===== config.mk =====
export PLATFORM = sky130hd
export DESIGN_NAME = ps2_key_decoder
export DESIGN_NICKNAME = d
export VERILOG_FILES = /design/src/rtl/tetrix_pkg.sv /design/src/rtl/ps2_frame_rx.sv /design/src/rtl/ps2_key_decoder.sv
export SDC_FILE = /design/constraint.sdc
export NUM_CORES = 1
export LEC_CHECK = 0
export ABC_CLOCK_PERIOD_IN_PS = 2330
export CAP_MARGIN = 10
export CORE_MARGIN = 2
export CORE_UTILIZATION = 55
export DETAILED_ROUTE_END_ITERATION = 16
export MAX_ROUTING_LAYER = met4
export PLACE_DENSITY = 0.79
export SLEW_MARGIN = 20
export SYNTH_ARGS = -nofsm -noshare
export SYNTH_HDL_FRONTEND = slang
export SYNTH_SLANG_ARGS = --single-unit

===== constraint.sdc =====
create_clock -name clk -period 2.33 [get_ports clk]
set_input_delay 0.466 -clock clk [delete_from_list [all_inputs] [get_ports clk]]
set_output_delay 0.466 -clock clk [all_outputs]
set_load 0.005 [all_outputs]

===== src/rtl/tetrix_pkg.sv =====
// Shared constants for the Tetrix keyboard input path.
// Holds the PS/2 prefix bytes, the make codes of the four game controls
// (all extended codes) and the state encoding of the PS/2 frame receiver.
package tetrix_pkg;

    localparam logic [7:0] PS2_PREFIX_EXT = 8'hE0;
    localparam logic [7:0] PS2_PREFIX_BRK = 8'hF0;

    localparam logic [7:0] KEY_LEFT   = 8'h6B;
    localparam logic [7:0] KEY_RIGHT  = 8'h74;
    localparam logic [7:0] KEY_ROTATE = 8'h75;
    localparam logic [7:0] KEY_DROP   = 8'h72;

    typedef enum logic [1:0] {
        RX_IDLE   = 2'd0,
        RX_DATA   = 2'd1,
        RX_PARITY = 2'd2,
        RX_STOP   = 2'd3
    } rx_state_e;

endpackage


===== src/rtl/ps2_frame_rx.sv =====
// PS/2 frame receiver.
// Synchronizes the raw PS/2 clock/data pins, detects falling edges of the
// PS/2 clock and deframes 11-bit frames (start, 8 data LSB-first, odd parity,
// stop). Aborts a frame that stalls for TIMEOUT_CYCLES clk cycles.
// Ports:
//   clk, rst        system clock, synchronous active-high reset
//   kb_clk_i        raw PS/2 clock pin (asynchronous)
//   kb_data_i       raw PS/2 data pin (asynchronous)
//   byte_o          received byte, valid while byte_valid_o is high
//   byte_valid_o    one-cycle strobe, frame accepted
//   frame_err_o     one-cycle strobe, parity/stop/timeout error
module ps2_frame_rx
    import tetrix_pkg::*;
#(
    parameter int TIMEOUT_CYCLES = 50000,
    parameter int SYNC_STAGES    = 2
) (
    input  logic       clk,
    input  logic       rst,
    input  logic       kb_clk_i,
    input  logic       kb_data_i,
    output logic [7:0] byte_o,
    output logic       byte_valid_o,
    output logic       frame_err_o
);

    localparam logic [15:0] TMO_LIM = 16'(TIMEOUT_CYCLES);

    logic [SYNC_STAGES-1:0] clk_sync_q;
    logic [SYNC_STAGES-1:0] data_sync_q;
    logic                   hist_q;

    rx_state_e   state_q, state_d;
    logic [2:0]  bit_cnt_q, bit_cnt_d;
    logic [7:0]  shift_q, shift_d;
    logic        par_q, par_d;
    logic [15:0] tmo_q, tmo_d;
    logic        byte_valid_q, byte_valid_d;
    logic        err_q, err_d;

    logic kb_clk_s, kb_data_s, fall;

    assign kb_clk_s  = clk_sync_q[SYNC_STAGES-1];
    assign kb_data_s = data_sync_q[SYNC_STAGES-1];
    assign fall      = hist_q & ~kb_clk_s;

    // Synchronizers and edge history idle high, matching the released bus.
    always_ff @(posedge clk) begin
        if (rst) begin
            clk_sync_q  <= '1;
            data_sync_q <= '1;
            hist_q      <= 1'b1;
        end else begin
            clk_sync_q  <= {clk_sync_q[SYNC_STAGES-2:0], kb_clk_i};
            data_sync_q <= {data_sync_q[SYNC_STAGES-2:0], kb_data_i};
            hist_q      <= kb_clk_s;
        end
    end

    always_ff @(posedge clk) begin
        if (rst) begin
            state_q      <= RX_IDLE;
            bit_cnt_q    <= '0;
            shift_q      <= '0;
            par_q        <= 1'b0;
            tmo_q        <= '0;
            byte_valid_q <= 1'b0;
            err_q        <= 1'b0;
        end else begin
            state_q      <= state_d;
            bit_cnt_q    <= bit_cnt_d;
            shift_q      <= shift_d;
            par_q        <= par_d;
            tmo_q        <= tmo_d;
            byte_valid_q <= byte_valid_d;
            err_q        <= err_d;
        end
    end

    always_comb begin
        state_d      = state_q;
        bit_cnt_d    = bit_cnt_q;
        shift_d      = shift_q;
        par_d        = par_q;
        byte_valid_d = 1'b0;
        err_d        = 1'b0;
        tmo_d        = (fall || state_q == RX_IDLE) ? 16'd0 : tmo_q + 16'd1;

        if (fall) begin
            unique case (state_q)
                RX_IDLE: begin
                    // A high start bit is a glitch; ignore it.
                    if (!kb_data_s) begin
                        state_d   = RX_DATA;
                        bit_cnt_d = '0;
                        par_d     = 1'b0;
                    end
                end
                RX_DATA: begin
                    shift_d   = {kb_data_s, shift_q[7:1]};
                    par_d     = par_q ^ kb_data_s;
                    bit_cnt_d = bit_cnt_q + 3'd1;
                    if (bit_cnt_q == 3'd7) state_d = RX_PARITY;
                end
                RX_PARITY: begin
                    // par_q ends at 1 when data+parity has odd weight.
                    par_d   = par_q ^ kb_data_s;
                    state_d = RX_STOP;
                end
                RX_STOP: begin
                    if (kb_data_s && par_q) byte_valid_d = 1'b1;
                    else                    err_d        = 1'b1;
                    state_d = RX_IDLE;
                end
                default: state_d = RX_IDLE;
            endcase
        end else if (state_q != RX_IDLE && tmo_q == TMO_LIM) begin
            state_d = RX_IDLE;
            err_d   = 1'b1;
        end
    end

    // shift_q is frozen outside RX_DATA, so it is stable during the strobe.
    assign byte_o       = shift_q;
    assign byte_valid_o = byte_valid_q;
    assign frame_err_o  = err_q;

endmodule


===== src/rtl/ps2_key_decoder.sv =====
// PS/2 keyboard decoder for the Tetrix game logic.
// Strips E0 (extended) and F0 (break) prefixes from the received byte stream,
// emits one-cycle scan-code events and keeps held levels for the four arrow
// keys used as game controls.
// Ports:
//   clk, rst         50 MHz clock, synchronous active-high reset
//   kbClk, kbData    raw PS/2 pins (asynchronous)
//   scan_code        last non-prefix byte (held until next scan_valid)
//   scan_valid       one-cycle strobe for scan_code/is_break/is_extended
//   is_break         F0 preceded scan_code
//   is_extended      E0 preceded scan_code
//   frame_err        one-cycle strobe on parity/stop/timeout error
//   key_left/right/rotate/drop  held levels of E0 6B/74/75/72
module ps2_key_decoder
    import tetrix_pkg::*;
#(
    parameter int TIMEOUT_CYCLES = 50000,
    parameter int SYNC_STAGES    = 2
) (
    input  logic       clk,
    input  logic       rst,
    input  logic       kbClk,
    input  logic       kbData,
    output logic [7:0] scan_code,
    output logic       scan_valid,
    output logic       is_break,
    output logic       is_extended,
    output logic       frame_err,
    output logic       key_left,
    output logic       key_right,
    output logic       key_rotate,
    output logic       key_drop
);

    logic [7:0] rx_byte;
    logic       rx_valid;
    logic       rx_err;

    ps2_frame_rx #(
        .TIMEOUT_CYCLES(TIMEOUT_CYCLES),
        .SYNC_STAGES   (SYNC_STAGES)
    ) u_rx (
        .clk         (clk),
        .rst         (rst),
        .kb_clk_i    (kbClk),
        .kb_data_i   (kbData),
        .byte_o      (rx_byte),
        .byte_valid_o(rx_valid),
        .frame_err_o (rx_err)
    );

    logic       ext_q, brk_q;
    logic [7:0] scan_code_q;
    logic       scan_valid_q, is_break_q, is_extended_q;
    logic       key_left_q, key_right_q, key_rotate_q, key_drop_q;

    always_ff @(posedge clk) begin
        if (rst) begin
            ext_q         <= 1'b0;
            brk_q         <= 1'b0;
            scan_code_q   <= '0;
            scan_valid_q  <= 1'b0;
            is_break_q    <= 1'b0;
            is_extended_q <= 1'b0;
            key_left_q    <= 1'b0;
            key_right_q   <= 1'b0;
            key_rotate_q  <= 1'b0;
            key_drop_q    <= 1'b0;
        end else begin
            scan_valid_q <= 1'b0;
            if (rx_valid) begin
                if (rx_byte == PS2_PREFIX_EXT) begin
                    ext_q <= 1'b1;
                end else if (rx_byte == PS2_PREFIX_BRK) begin
                    brk_q <= 1'b1;
                end else begin
                    scan_code_q   <= rx_byte;
                    is_extended_q <= ext_q;
                    is_break_q    <= brk_q;
                    scan_valid_q  <= 1'b1;
                    ext_q         <= 1'b0;
                    brk_q         <= 1'b0;
                    // Key levels move in the same cycle scan_valid rises.
                    if (ext_q) begin
                        unique case (rx_byte)
                            KEY_LEFT:   key_left_q   <= ~brk_q;
                            KEY_RIGHT:  key_right_q  <= ~brk_q;
                            KEY_ROTATE: key_rotate_q <= ~brk_q;
                            KEY_DROP:   key_drop_q   <= ~brk_q;
                            default: ;
                        endcase
                    end
                end
            end else if (rx_err) begin
                // An error orphans any pending prefix.
                ext_q <= 1'b0;
                brk_q <= 1'b0;
            end
        end
    end

    assign scan_code   = scan_code_q;
    assign scan_valid  = scan_valid_q;
    assign is_break    = is_break_q;
    assign is_extended = is_extended_q;
    assign frame_err   = rx_err;
    assign key_left    = key_left_q;
    assign key_right   = key_right_q;
    assign key_rotate  = key_rotate_q;
    assign key_drop    = key_drop_q;

endmodule


### Yosys cells after proc, flatten, opt, wreduce, memory -nomap -nowiden

Cells that the tools add are included.

* equal/unequal tests: 16
* bitwise operators: 9
* reduce and logical (&&, ||, !) cells: 24
* $add $sub $neg: 2
* mux-type cells: 22

Operators by type and width (number)
* == test 8 x 7 -> 1 bit, second input constant: 4
* AND reduction 5 bit: 4
* adder 16 x 1 -> 16 bit, second input constant: 1
* == test 16 bit, second input constant: 1
* == test 8 bit, second input constant: 2
* two-way mux 1 bit: 14
* AND reduction 3 bit: 4
* nonzero test 2 bit: 5
* != test 3 bit, second input constant: 3
* two-way mux 2 bit: 4
* one-hot mux 2 bit (4 select lines): 1
* NOT 1 bit: 7
* one-hot mux 3 bit (2 select lines): 1
* AND reduction 2 bit: 3
* OR reduction 3 bit: 2
* == test 2 bit, second input constant: 2
* != test 2 bit, second input constant: 2
* OR reduction 2 bit: 2
* adder 3 x 1 -> 3 bit, second input constant: 1
* == test 3 bit, second input constant: 1
* two-way mux 3 bit: 1
* == test 2 x 1 -> 1 bit, second input constant: 1
* logical AND 1 bit: 2
* zero test 2 bit: 1
* 4 further kinds: 4

* flip-flop bits (word level): 54
* output and inout port bits: 16
* bits of input ports: 4
* logic and storage cells: 93

### Logic depth before layout (Yosys ltp)

* depth after elaboration: 4
* gate-level depth with buffers: 7
* depth with buffers taken out: 6

### By module

From an unflattened synthesis, not the netlist that was laid out.

* cell total of the unflattened synthesis: 264
* area total of the unflattened synthesis: 2404.8 um^2

Modules (own cells, without submodules)
* ps2_frame_rx: cells an instance 181, sequential area each 740.7 um^2, times used 1, area each 1619.1 um^2
* ps2_key_decoder: cells an instance 83, sequential area each 340.3 um^2, times used 1, area each 785.8 um^2

### Least setup slack after synthesis

Ideal clock, no wire load.

* path type: register to register
* from: register u_rx.shift_q[1], in the netlist u_rx.byte_o[1]
* to: register brk_q
* required time: 2242 ps
* setup time: 88 ps
* cell stages (with the launch flop): 5
* clock period less this slack: 1798 ps
* arrival: 1710 ps
* path buffers: 0
* slack: 532 ps
* cells stage by stage: dfxtp_1 -> or4b_4 -> or4_4 -> o21a_1 -> o32ai_2

* word-level cells in the longest chain between the ends: 4
* elaborated cells on any way between the ends: 7
* those cells by class: eq/ne (3); mux (3); reduce/logical (1)

RTL lines
* start: declaration: line ps2_frame_rx.sv:35 `logic [7:0] shift_q, shift_d;`
* start signal: assignment: line ps2_frame_rx.sv:72 `shift_q <= shift_d;`
* == test 8 bit: line ps2_key_decoder.sv:74 `end else if (rx_byte == PS2_PREFIX_BRK) begin`
* two-way mux 1 bit: line ps2_key_decoder.sv:74
* two-way mux 1 bit: line ps2_key_decoder.sv:72 `if (rx_byte == PS2_PREFIX_EXT) begin`
* two-way mux 1 bit: line ps2_key_decoder.sv:71 `if (rx_valid) begin`
* end signal: assignment: line ps2_key_decoder.sv:75 `brk_q <= 1'b1;`
* end signal: assignment: line ps2_key_decoder.sv:82 `brk_q <= 1'b0;`
* end signal: assignment: line ps2_key_decoder.sv:97 `brk_q <= 1'b0;`
* end: declaration: line ps2_key_decoder.sv:52 `logic ext_q, brk_q;`

Several ways; a longest one is shown, not always the timed one. The select of a mux whose other input is x is not followed.
A chain may end at the register's enable or synchronous reset.

### Final worst setup path

Ends and elaborated chain as after synthesis.

==> out/metrics.cfg <==
[critical_path]
crit_type=reg2reg
endpoint_kind=register
ff2ff_setup_slack_ns=0.44
critPathLaunchType=register
path_max_fanout=7
worstPathArrival_ns=2.12
rr_endpoint=brk_q
crit_start=u_rx.byte_o[1]
crit_path_end=brk_q
worstRegToRegCells=4
required_ns=2.56
rr_startpoint=u_rx.byte_o[1]

[clocking]
cts_buffers=5
clock-root-buffer=clkbuf_8
cts_setup_buffers=0
cts_repair_resize_count=0
cts_tree=yes
clk_path_buf_depth=2
ctsHoldBuffers=0
clock_latency_ns=0.31
clock-sinks=54
ctsHtreeMaxLevel=2
path_clk_slew_ns=0.10

[cells_and_area]
fin_nets=283
syn2layout_area_growth_pct=14.9
final_cells=321
drive_gt1_share_pct=8.86
antennaDiodeCount=0

[route]
viasPerCell=5.47
wl_met2_um=2010
post_drt_wl_per_cell_um=13.4
wirelength_um=4310
ant_nets=0
num_vias=1757
route.detailed.drc=0
dr.pass1.iters=4
m1WireLength_um=2090
wl_met3_um=151
maxUsedRoutingLayer=met4
drtIter0Drc=93

[sta]
fin_crit_sh_pct=81.1
skew_ns=0.0102
report.final.hold_viol_count=0
fin_setup_tns_ns=0
period_minus_slack_ns=1.89
grt_setup_unrepaired=false
setup_viol=0
fmax_ghz=0.529
worstMarginPinSlew_ns=0.530
slew_violations=0
relSlewSlack_pct=64.7

[floorplan]
fp-row-count=23
start_util_pct=57.7
die_w_um=69.0
core_um2=4030
die-area_um2=4770
boundaryPins=20
die_h_um=69.0

[yosys]
synth_edf_count=0
synth-seq-area-share_pct=46.5
avgSynthCellArea_um2=9.27
synth_nets=264
yosysTopAreaCell=dfxtp_1
synth-seq-cells=54
syn-instance-count=251
synth_area_leaders=dfxtp_1 46%, nor2_1 7.3%, mux2i_1 5.6%
synth_cell_types=40
ys.flop_type=dfxtp_1
synthTopCellsByCount=54 x dfxtp_1, 45 x nor2_1, 14 x inv_1
synth_top_cell_area_share_pct=46.5
yosysMostFrequentCell=dfxtp_1
netlist_area_um2=2330
synth_warnings=0
ys_async_sr_fraction_pct=0

[grt]
grt_overflow=0
grt_pass1_vias=1615
antenna_found_initial=0
grt_usage_pct=19.9
grt_max_degree=41
grt_pass1_wl_um=7520

[power_and_ir_drop]
ir_drop_v=0.000388
p_per_area_nw_per_um2=585
leakagePower_nw=0.954

[place]
port_buffers=19
dpl.cell_count=313
place_congestion=0.819
hpwlAfterDp_um=3010

[hold_path]
holdCritPathClass=reg2reg
hp-start=u_rx.clk_sync_q[0]

[run]
maxCapViolations=0

[run_status]
status=completed

[layout make-up]
type,instances,area (µm²)
well taps,50,62.6
clock inverters,3,40.0
multi-input cells,173,1150
fillers,354,1360
inverters,14,52.6
clock buffers,5,68.8
repair buffers,22,213
flip-flops and latches,54,1080
[state kept, by name, indices dropped and copies added (netlist names), 2 cells and up]
signal / flops
u_rx.clk_sync_q: 2
u_rx.tmo_q: 16
u_rx.data_sync_q: 2
u_rx.state_q: 2
u_rx.bit_cnt_q: 3
u_rx.byte_o: 8
scan_code: 8
[kinds of logic after synthesis]
| group | synth area share (%) |
|---|---|
| DFF | 46.5 |
| xor gates and xnor gates | 4.90 |
| and+or+nand+nor | 25.1 |
| muxes | 5.59 |
| buffers and inverters | 3.87 |
| AOI/OAI and AO/OA | 9.20 |
| adders and majority gates | 4.84 |
[placed cells by master (no fill, tap or decap), types with 6 or more instances in the layout]
cell type / Yosys / routed
nor4_1: 6 / 6
nand3_1: 6 / 6
a22oi_1: 6 / 6
ha_1: 9 / 9
nor2_1: 45 / 45
o21ai_0: 7 / 7
clkdlybuf4s50_1: 0 / 19
dfxtp_1: 54 / 54
mux2i_1: 13 / 13
or2_2: 6 / 6
nand2_1: 10 / 10
inv_1: 14 / 14
xnor2_1: 12 / 12
[through the flow]
step,util [%],power [W],setup slack [ns],hold slack [ns],area (µm²)
6_report,66.3,0.00156,0.440,0.414,2670
3_3_place_gp,63.6,0.000975,0.502,0.390,2560
4_1_cts,66.3,0.00158,0.440,0.415,2670
2_1_floorplan,-,0.000965,0.532,0.389,2330
5_1_grt,66.3,0.00162,0.312,0.453,2670
3_5_place_dp,63.6,0.000975,0.460,0.394,2560
[metal layers]
| layer | vias to the layer above | global-route usage [%] |
|---|---|---|
| met4 | 0 | 5.88 |
| li1 | 905 | - |
| met2 | 25 | 30.1 |
| met5 | - | - |
| met1 | 822 | 26.5 |
| met3 | 5 | 5.12 |
[power breakdown]
part / leakage, nW / switching (W) / total (W) / internal, W
logic: 0.461 / 0.0000142 / 0.0000257 / 0.0000114
registers: 0.436 / 0.00000240 / 0.000928 / 0.000926
clock network: 0.0579 / 0.000294 / 0.000611 / 0.000316
total: 0.954 / 0.000311 / 0.00156 / 0.00125
[worst min path at each step]
stage	endpoint	slack, ns	cells after the start
floorplan	u_rx.clk_sync_q[1]	0.39	1
global placement	u_rx.clk_sync_q[1]	0.39	1
detailed placement	u_rx.clk_sync_q[1]	0.39	1
CTS	u_rx.clk_sync_q[1]	0.42	1
global route	u_rx.data_sync_q[1]	0.45	1
finish	u_rx.clk_sync_q[1]	0.41	1
[critical path, stage by stage (launching register included)]
cell     delay (ns)
dfxtp_1        0.37
or4b_4         0.59
or4_4          0.51
o21a_1         0.15
o32ai_2        0.19
(Power assumes the default switching activity.)
